===== src/rtl/lvds_bus_target.sv =====
// lvds_bus_target: queues decoded link words and executes them on the local register bus,
// returning read data, ping echoes and read timeouts as paced response words.
module lvds_bus_target #(
  parameter int FIFO_DEPTH = 4,
  parameter int TX_GAP     = 11,
  parameter int RD_TIMEOUT = 255
) (
  input  logic        c_i,
  input  logic        r_i,
  input  logic [41:0] rx_d_i,
  input  logic        rx_v_i,
  output logic [41:0] tx_d_o,
  output logic        tx_v_o,
  output logic        wr_o,
  output logic        rd_o,
  output logic [7:0]  addr_o,
  output logic [31:0] wdata_o,
  input  logic [31:0] rdata_i,
  input  logic        rvalid_i,
  output logic        ovf_o,
  output logic        bad_o
);
  localparam int AW = $clog2(FIFO_DEPTH);
  localparam logic [15:0] GAP_LD = 16'(TX_GAP - 1);
  localparam logic [15:0] TMO_LD = 16'(RD_TIMEOUT);
  typedef enum logic [1:0] {IDLE, RD_WAIT, RESP} state_t;
  state_t state_q, state_d;
  logic [41:0] mem_q [FIFO_DEPTH];
  logic [AW:0] wptr_q, rptr_q;
  logic [41:0] head, resp_q, resp_d, tx_d_q, tx_d_d;
  logic [15:0] tmo_q, tmo_d, gap_q, gap_d;
  logic [7:0]  addr_q, addr_d;
  logic [31:0] wdata_q, wdata_d;
  logic tx_v_q, tx_v_d, wr_q, wr_d, rd_q, rd_d, ovf_q, ovf_d, bad_q, bad_d;
  logic full, empty, push, pop;
  assign empty = wptr_q == rptr_q;
  assign full  = (wptr_q[AW] != rptr_q[AW]) && (wptr_q[AW-1:0] == rptr_q[AW-1:0]);
  assign push  = rx_v_i && !full;
  assign pop   = (state_q == IDLE) && !empty;
  assign head  = mem_q[rptr_q[AW-1:0]];
  assign tx_d_o  = tx_d_q;
  assign tx_v_o  = tx_v_q;
  assign wr_o    = wr_q;
  assign rd_o    = rd_q;
  assign addr_o  = addr_q;
  assign wdata_o = wdata_q;
  assign ovf_o   = ovf_q;
  assign bad_o   = bad_q;
  always_ff @(posedge c_i) begin
    if (push) mem_q[wptr_q[AW-1:0]] <= rx_d_i;
  end
  always_comb begin
    state_d = state_q;
    resp_d  = resp_q;
    tmo_d   = tmo_q;
    gap_d   = (gap_q == 16'd0) ? 16'd0 : gap_q - 16'd1;
    addr_d  = addr_q;
    wdata_d = wdata_q;
    tx_d_d  = tx_d_q;
    tx_v_d  = 1'b0;
    wr_d    = 1'b0;
    rd_d    = 1'b0;
    ovf_d   = ovf_q | (rx_v_i & full);
    bad_d   = bad_q;
    case (state_q)
      IDLE: begin
        if (pop) begin
          case (head[41:40])
            2'b00: begin
              addr_d  = head[39:32];
              wdata_d = head[31:0];
              wr_d    = 1'b1;
            end
            2'b01: begin
              addr_d  = head[39:32];
              rd_d    = 1'b1;
              tmo_d   = TMO_LD;
              state_d = RD_WAIT;
            end
            2'b10: begin
              resp_d  = head;
              state_d = RESP;
            end
            default: bad_d = 1'b1;
          endcase
        end
      end
      RD_WAIT: begin
        // data arriving on the expiry edge still wins over the timeout
        if (rvalid_i) begin
          resp_d  = {2'b01, addr_q, rdata_i};
          state_d = RESP;
        end else if (tmo_q <= 16'd1) begin
          resp_d  = {2'b11, addr_q, 32'h0};
          state_d = RESP;
        end else begin
          tmo_d = tmo_q - 16'd1;
        end
      end
      RESP: begin
        if (gap_q == 16'd0) begin
          tx_d_d  = resp_q;
          tx_v_d  = 1'b1;
          gap_d   = GAP_LD;
          state_d = IDLE;
        end
      end
      default: state_d = IDLE;
    endcase
  end
  always_ff @(posedge c_i) begin
    if (!r_i) begin
      state_q <= IDLE;
      wptr_q  <= '0;
      rptr_q  <= '0;
      resp_q  <= '0;
      tmo_q   <= '0;
      gap_q   <= '0;
      addr_q  <= '0;
      wdata_q <= '0;
      tx_d_q  <= '0;
      tx_v_q  <= 1'b0;
      wr_q    <= 1'b0;
      rd_q    <= 1'b0;
      ovf_q   <= 1'b0;
      bad_q   <= 1'b0;
    end else begin
      state_q <= state_d;
      wptr_q  <= wptr_q + {{AW{1'b0}}, push};
      rptr_q  <= rptr_q + {{AW{1'b0}}, pop};
      resp_q  <= resp_d;
      tmo_q   <= tmo_d;
      gap_q   <= gap_d;
      addr_q  <= addr_d;
      wdata_q <= wdata_d;
      tx_d_q  <= tx_d_d;
      tx_v_q  <= tx_v_d;
      wr_q    <= wr_d;
      rd_q    <= rd_d;
      ovf_q   <= ovf_d;
      bad_q   <= bad_d;
    end
  end
endmodule

===== config.mk =====
export PLATFORM = sky130hd
export DESIGN_NAME = lvds_bus_target
export DESIGN_NICKNAME = d
export VERILOG_FILES = /design/src/rtl/lvds_bus_target.sv
export SDC_FILE = /design/constraint.sdc
export NUM_CORES = 1
export LEC_CHECK = 0
export ABC_AREA = 1
export ABC_CLOCK_PERIOD_IN_PS = 8720
export CAP_MARGIN = 20
export CORE_ASPECT_RATIO = 0.9
export CORE_MARGIN = 2
export CORE_UTILIZATION = 60
export DETAILED_ROUTE_END_ITERATION = 7
export PLACE_DENSITY = 0.94
export REMOVE_ABC_BUFFERS = 1
export SETUP_SLACK_MARGIN = 0.15
export SYNTH_ARGS = -nofsm -noshare
export SYNTH_HDL_FRONTEND = slang
export SYNTH_SLANG_ARGS = --single-unit

===== constraint.sdc =====
create_clock -name c_i -period 8.72 [get_ports c_i]
set_clock_uncertainty 0.1 [all_clocks]
set_input_delay 1.744 -clock c_i [delete_from_list [all_inputs] [get_ports c_i]]
set_output_delay 1.744 -clock c_i [all_outputs]
set_load 0.01 [all_outputs]

==> reports/qor.yml, run 1 <==
sta:
  setup_violations: 0
  rsz0062_at_grt: "no"
  min_period_ns: 4.20
  setup-tns-final_ns: 0
  hold_viol_final: 0
  maxSlewViolCount: 0
  max_slew_margin_pct: 26.8
  tightest_slew_ns: 1.10
  fin_crit_sh_pct: 48.2
  hold_ws_ns: 0.313
  max_freq_mhz: 238
synth:
  synth-async-reset-ratio_pct: 0
  synth_cell_type_count: 33
  ys_ff_latch: 337
  synth-xor-area-share_pct: 0.684
  ys_seq_area_share_pct: 60.6
  synth_top_family_by_area: "simple AND/OR/NAND/NOR gates"
  avgSynthCellArea_sq_um: 8.65
  yosysMostFrequentCell: "nand2_1"
  synth_edf_count: 168
  synth_area_leaders: "edfxtp_1 36%, dfxtp_1 24%, nand2_1 11%, nor2_1 7.6%, nand3_1 6.4%"
  syn_area_sq_mm: 0.0139
  synth.area.mux_share_pct: 0
  synth_compound_area_share_pct: 5.78
  synthCells: 1607
  synthAdderAreaFrac_pct: 0.720
  synth_ff_type: "dfxtp_1"
  synth_top_area_cell: "edfxtp_1"
  synthSimpleGateAreaFrac_pct: 26.8
  ys_warn_count: 0
  netlist.area_leader.share_pct: 36.3
  synth_common_cells: "423 x nand2_1, 282 x nor2_1, 178 x nand3_1, 169 x dfxtp_1, 168 x edfxtp_1"
power:
  powerDensity_mw_per_mm2: 340
  peakVddDrop_mv: 0.216
  p_leak_uw: 0.00697
status:
  status: "finished, final reports clean"
setup_path:
  worst-path-max-fanout: 53
  worstPathRequired_ns: 9.02
  worst-setup-path-type: "in2reg"
  crit_path_start_kind: "input port"
  cp-end-kind: "flip-flop"
  arrival_ns: 4.50
clock_tree:
  cts_made_buffers: 34
  clkTransAtPathRegs_ns: 0.06
  cts_tree: "done"
  cts_num_sinks: 337
  cts.hold.buffers_added: 0
  clk-insertion-delay-late_ns: 0.51
  clockBufferDepth: 3
  htreeDepth: 2
  root_buffer: "clkbuf_16"
  post-cts-setup-buffers: 0
  ctsResizeCount: 0
floorplan:
  dieArea_sq_mm: 0.0244
  placeableCoreArea_sq_mm: 0.0226
  die_h_um: 148
  io_pins: 165
  std_cell_rows: 52
  initial_core_util_pct: 61.4
  die_w_um: 164
drt:
  antenna_left: 0
  firstDrtPassIters: 8
  wl_per_cell_um: 18.0
  num_vias: 12000
  vias_per_cell: 5.83
  drc: 0
  wirelength_mm: 37.1
  first_iter_violations: 1288
min_path:
  hold_class: "reg2reg"
layout:
  drive_above_1_share_pct: 5.22
  fin_nets: 1825
  syn2layout_area_growth_pct: 21.1
  final_cells: 2063
  final_cell_area_sq_mm: 0.0168
grt:
  grt_usage_pct: 30.4
  grt_max_degree: 89
  grt_pass1_wl_mm: 58.5
  grt.overflow.total: 0
  first_global_vias: 11800
  grt_antenna_before_repair: 3
place:
  port_buffers: 164
  gp_congestion: 0.829
  dpl.hpwl_mm: 21.1
  dp.cells: 1999
  dpl_cell_area_sq_mm: 0.0157
job:
  maxCapViolCount: 0
[sequential cells by signal, summed over array words and instances (netlist names)]
signal   flops
ovf_o        1
tx_v_o       1
bad_o        1
resp_q      42
rptr_q       3
tmo_q       16
wptr_q       3
addr_o       8
state_q      2
mem_q      168
wdata_o     32
gap_q       16
rd_o         1
wr_o         1
tx_d_o      42
[power breakdown]
group / total (uW) / internal (uW) / leakage [uW] / switching, uW
Combinational: 2100 / 737 / 0.00348 / 1370
Clock: 1490 / 887 / 0.000561 / 600
Sequential: 2140 / 1930 / 0.00292 / 207
Total: 5730 / 3560 / 0.00697 / 2170
[per-layer routing]
layer  vias to the layer above  wire length, um  track usage (%)
li1                       5518                -                -
met1                      5539            13600             37.6
met2                       785            17800             50.4
met3                       177             3660             4.80
met4                         0             2090             18.5
met5                         -                0                0
[final timing paths]
check	startpoint	endpoint	slack [ns]	cells past startpoint
min	gap_q[0]$_SDFF_PN0_	gap_q[0]$_SDFF_PN0_	0.31	1
max	rvalid_i	resp_q[32]$_SDFFE_PN0P_	4.52	9
min reg2reg	gap_q[0]$_SDFF_PN0_	gap_q[0]$_SDFF_PN0_	0.31	1
max reg2reg	rptr_q[0]$_SDFF_PN0_	resp_q[32]$_SDFFE_PN0P_	4.54	14
[critical path, stage by stage]
cell	delay, ns
buf_2	0.60
nor2_1	0.18
nand2_1	0.15
nand2_1	0.09
nor2_4	0.67
buf_4	0.63
nand2_1	0.19
nand2_1	0.15
nor2_1	0.06
[kinds of logic after synthesis]
family,Yosys count
DFF,337
buffers and inverters,180
xor gates and xnor gates,10
and+or+nand+nor,913
adders and majority gates,8
AOI/OAI and AO/OA,159
[metrics by stage]
step | setup slack (ns) | total power, uW | utilization [%]
finish | 4.52 | 5730 | 74.4
detailed placement | 4.26 | 4170 | 69.2
floorplan | 3.07 | 3470 | -
global route | 4.32 | 6060 | 74.4
CTS | 4.64 | 5700 | 74.2
global placement | 4.41 | 4080 | 69.2
[area by class of cell]
| class | instances | area [sq um] |
|---|---|---|
| repair buffers | 179 | 1760 |
| flip-flops and latches | 337 | 8430 |
| inverters | 97 | 367 |
| multi-input cells | 1090 | 4770 |
| clock inverters | 11 | 133 |
| well taps | 297 | 372 |
| fillers | 1464 | 5810 |
| diodes | 3 | 7.51 |
| clock buffers | 49 | 1000 |
[cells in the final DEF, fill, tap and decap left out, types with 2 or more instances in the layout]
master           instances
inv_2                    3
nand2_2                  3
a31oi_1                  2
or2_2                    2
a21oi_1                 64
o21ai_0                 87
clkinv_2                 6
o21ai_1                  3
and3_1                   2
nor2_1                 281
clkdlybuf4s50_1        162
nand2_1                422
diode_2                  3
nand4_1                  9
clkbuf_16               36
nor3_2                   4
nand3_2                  2
edfxtp_1               168
inv_1                   93
xnor2_1                  6
clkbuf_8                 5
o22ai_1                  2
nor3_1                   5
nor2_4                   4
dfxtp_1                167
clkbuf_1                 8
xor2_1                   3
bufinv_16                3
nor2_2                   2
nand3_1                177
buf_4                   15
ha_1                     8
Note: power is estimated with default switching activity, not from simulation.
==> run 2, diff against run 1 <==
Settings changed: ABC_CLOCK_PERIOD_IN_PS 8720 to 3900, CORE_UTILIZATION 60 to 56, PLACE_DENSITY 0.94 to 0.89.
Clock period 8.72 ns to 3.9 ns, I/O delays scaled along.
==> reports/qor.yml, run 2 (synthesis gave the netlist of run 1 again) <==
status:
  status: "finished, final reports clean"
grt:
  grt_max_degree: 65
  grt.overflow.total: 0
  grt_antenna_before_repair: 5
  grt-busiest-layer: "met2"
  grt_util_met1_pct: 36.3
  first_global_vias: 11500
  grt_pass1_wl_mm: 58.5
  grt_usage_pct: 28.2
  met2_usage_pct: 46.4
  met3_usage_pct: 4.76
layout:
  fin_nets: 1828
  final_cell_area_sq_mm: 0.0168
  fin_util_pct: 69.2
  largest_reg_flops: 168
  final_common_cell: "nand2_1"
  final_cell_mix: "422 x nand2_1, 281 x nor2_1, 177 x nand3_1, 168 x edfxtp_1, 167 x dfxtp_1"
  drive_above_1_share_pct: 5.21
  syn2layout_area_growth_pct: 21.2
sta:
  max_slew_margin_pct: 39.6
  rsz0062_at_grt: "no"
  max_freq_mhz: 296
  hold_viol_final: 0
  maxSlewViolCount: 0
  min_period_ns: 3.37
  tightest_slew_ns: 0.903
  setup_violations: 0
  setup_ws_ns: 0.526
  fin_crit_sh_pct: 86.5
floorplan:
  initial_core_util_pct: 57.1
  die_h_um: 153
  placeableCoreArea_sq_mm: 0.0243
  die_w_um: 170
  dieArea_sq_mm: 0.0261
  std_cell_rows: 54
  io_pins: 165
setup_path:
  crit_family: "simple AND/OR/NAND/NOR gates"
  critPathSlowestCell: "nor2_4"
  path_cells: "inv_4 -> nand2_1 -> nand2_1 -> nand3_1 -> nand2_2 -> nor2_4 -> inv_1 -> buf_4 -> a21oi_1 -> nor2_1"
  cp-end-kind: "flip-flop"
  slowest_delay_ns: 0.72
  worst-path-max-fanout: 45
  worst-setup-path-type: "reg2reg"
  crit_path_start_kind: "flip-flop"
  worstPathRequired_ns: 4.29
  arrival_ns: 3.76
  crit_buf_inv: 3
  ff2ff_setup_slack_ns: 0.53
  crit_top_cell: "nand2_1"
drt:
  num_vias: 11800
  wirelength_mm: 37.4
  drc: 0
  first_iter_violations: 1323
  vias_per_cell: 5.70
  firstDrtPassIters: 5
  wl_per_cell_um: 18.0
  antenna_left: 0
clock_tree:
  clkTransAtPathRegs_ns: 0.07
  cts.hold.buffers_added: 0
  root_buffer: "clkbuf_16"
  post-cts-setup-buffers: 0
  clockBufferDepth: 3
  htreeDepth: 1
  cts_made_buffers: 31
  clk-insertion-delay-late_ns: 0.59
  cts_num_sinks: 337
  ctsResizeCount: 0
  cts_tree: "done"
place:
  dpl_cell_area_sq_mm: 0.0157
  gp_congestion: 0.793
  place_ws_ns: 0.725
  port_buffers: 164
  dpl.hpwl_mm: 23.2
power:
  p_leak_uw: 0.00695
  powerDensity_mw_per_mm2: 755
  peakVddDrop_mv: 0.462
min_path:
  hold_class: "reg2reg"
job:
  maxCapViolCount: 0
## run 2: changes by cell type in the layout (fill, tap and decap cells not counted), moves of 2 or more
cell / change
clkinv_2: -4
clkbuf_1: +3
clkinvlp_4: +2
clkbuf_8: -3
buf_4: +5
bufinv_16: +2
clkbuf_16: -5
clkinv_4: +2
## run 2: worst paths after layout
| check | from | end | cells past startpoint |
|---|---|---|---|
| min reg2reg | gap_q[0]$_SDFF_PN0_ | gap_q[0]$_SDFF_PN0_ | 1 |
| min | gap_q[0]$_SDFF_PN0_ | gap_q[0]$_SDFF_PN0_ | 1 |
| max reg2reg | rptr_q[1]$_SDFF_PN0_ | wdata_o[29]$_SDFFE_PN0P_ | 10 |
| max | rptr_q[1]$_SDFF_PN0_ | wdata_o[29]$_SDFFE_PN0P_ | 10 |
## run 2: stage by stage
step	power [uW]	hold WS (ns)	setup TNS, ns	std cells
after detailed placement	9430	0.303	0	2016
after CTS	12600	0.311	0	2074
after global placement	9210	0.301	0	2016
final	12700	0.321	0	2078
after floorplan	7750	0.293	-377.47	1524
after global routing	13400	0.332	0	2076
## run 2: area by class of cell
class                   instances  area (sq um)
diodes                          3          7.51
clock buffers                  44           845
clock inverters                14           220
fillers                      1730          7480
inverters                      97           367
multi-input cells            1090          4770
flip-flops and latches        337          8430
well taps                     308           385
repair buffers                185          1820
## run 2: report_power, final
part / leakage [uW] / internal (uW) / switching (uW)
registers: 0.00292 / 4320 / 436
logic: 0.00352 / 1660 / 3110
clock network: 0.000509 / 1850 / 1330
## run 2: routing by layer
metal / wire (um) / part of all wire, %
met5: 26 / 0.070
met4: 1810 / 4.8
met3: 3390 / 9.1
met2: 17700 / 47
met1: 14500 / 39
==> run 3, diff against run 2 <==
Settings changed: TNS_END_PERCENT set to 20.
==> results of run 3 <==
The final DEF is identical to that of run 2; final timing and power are the same.
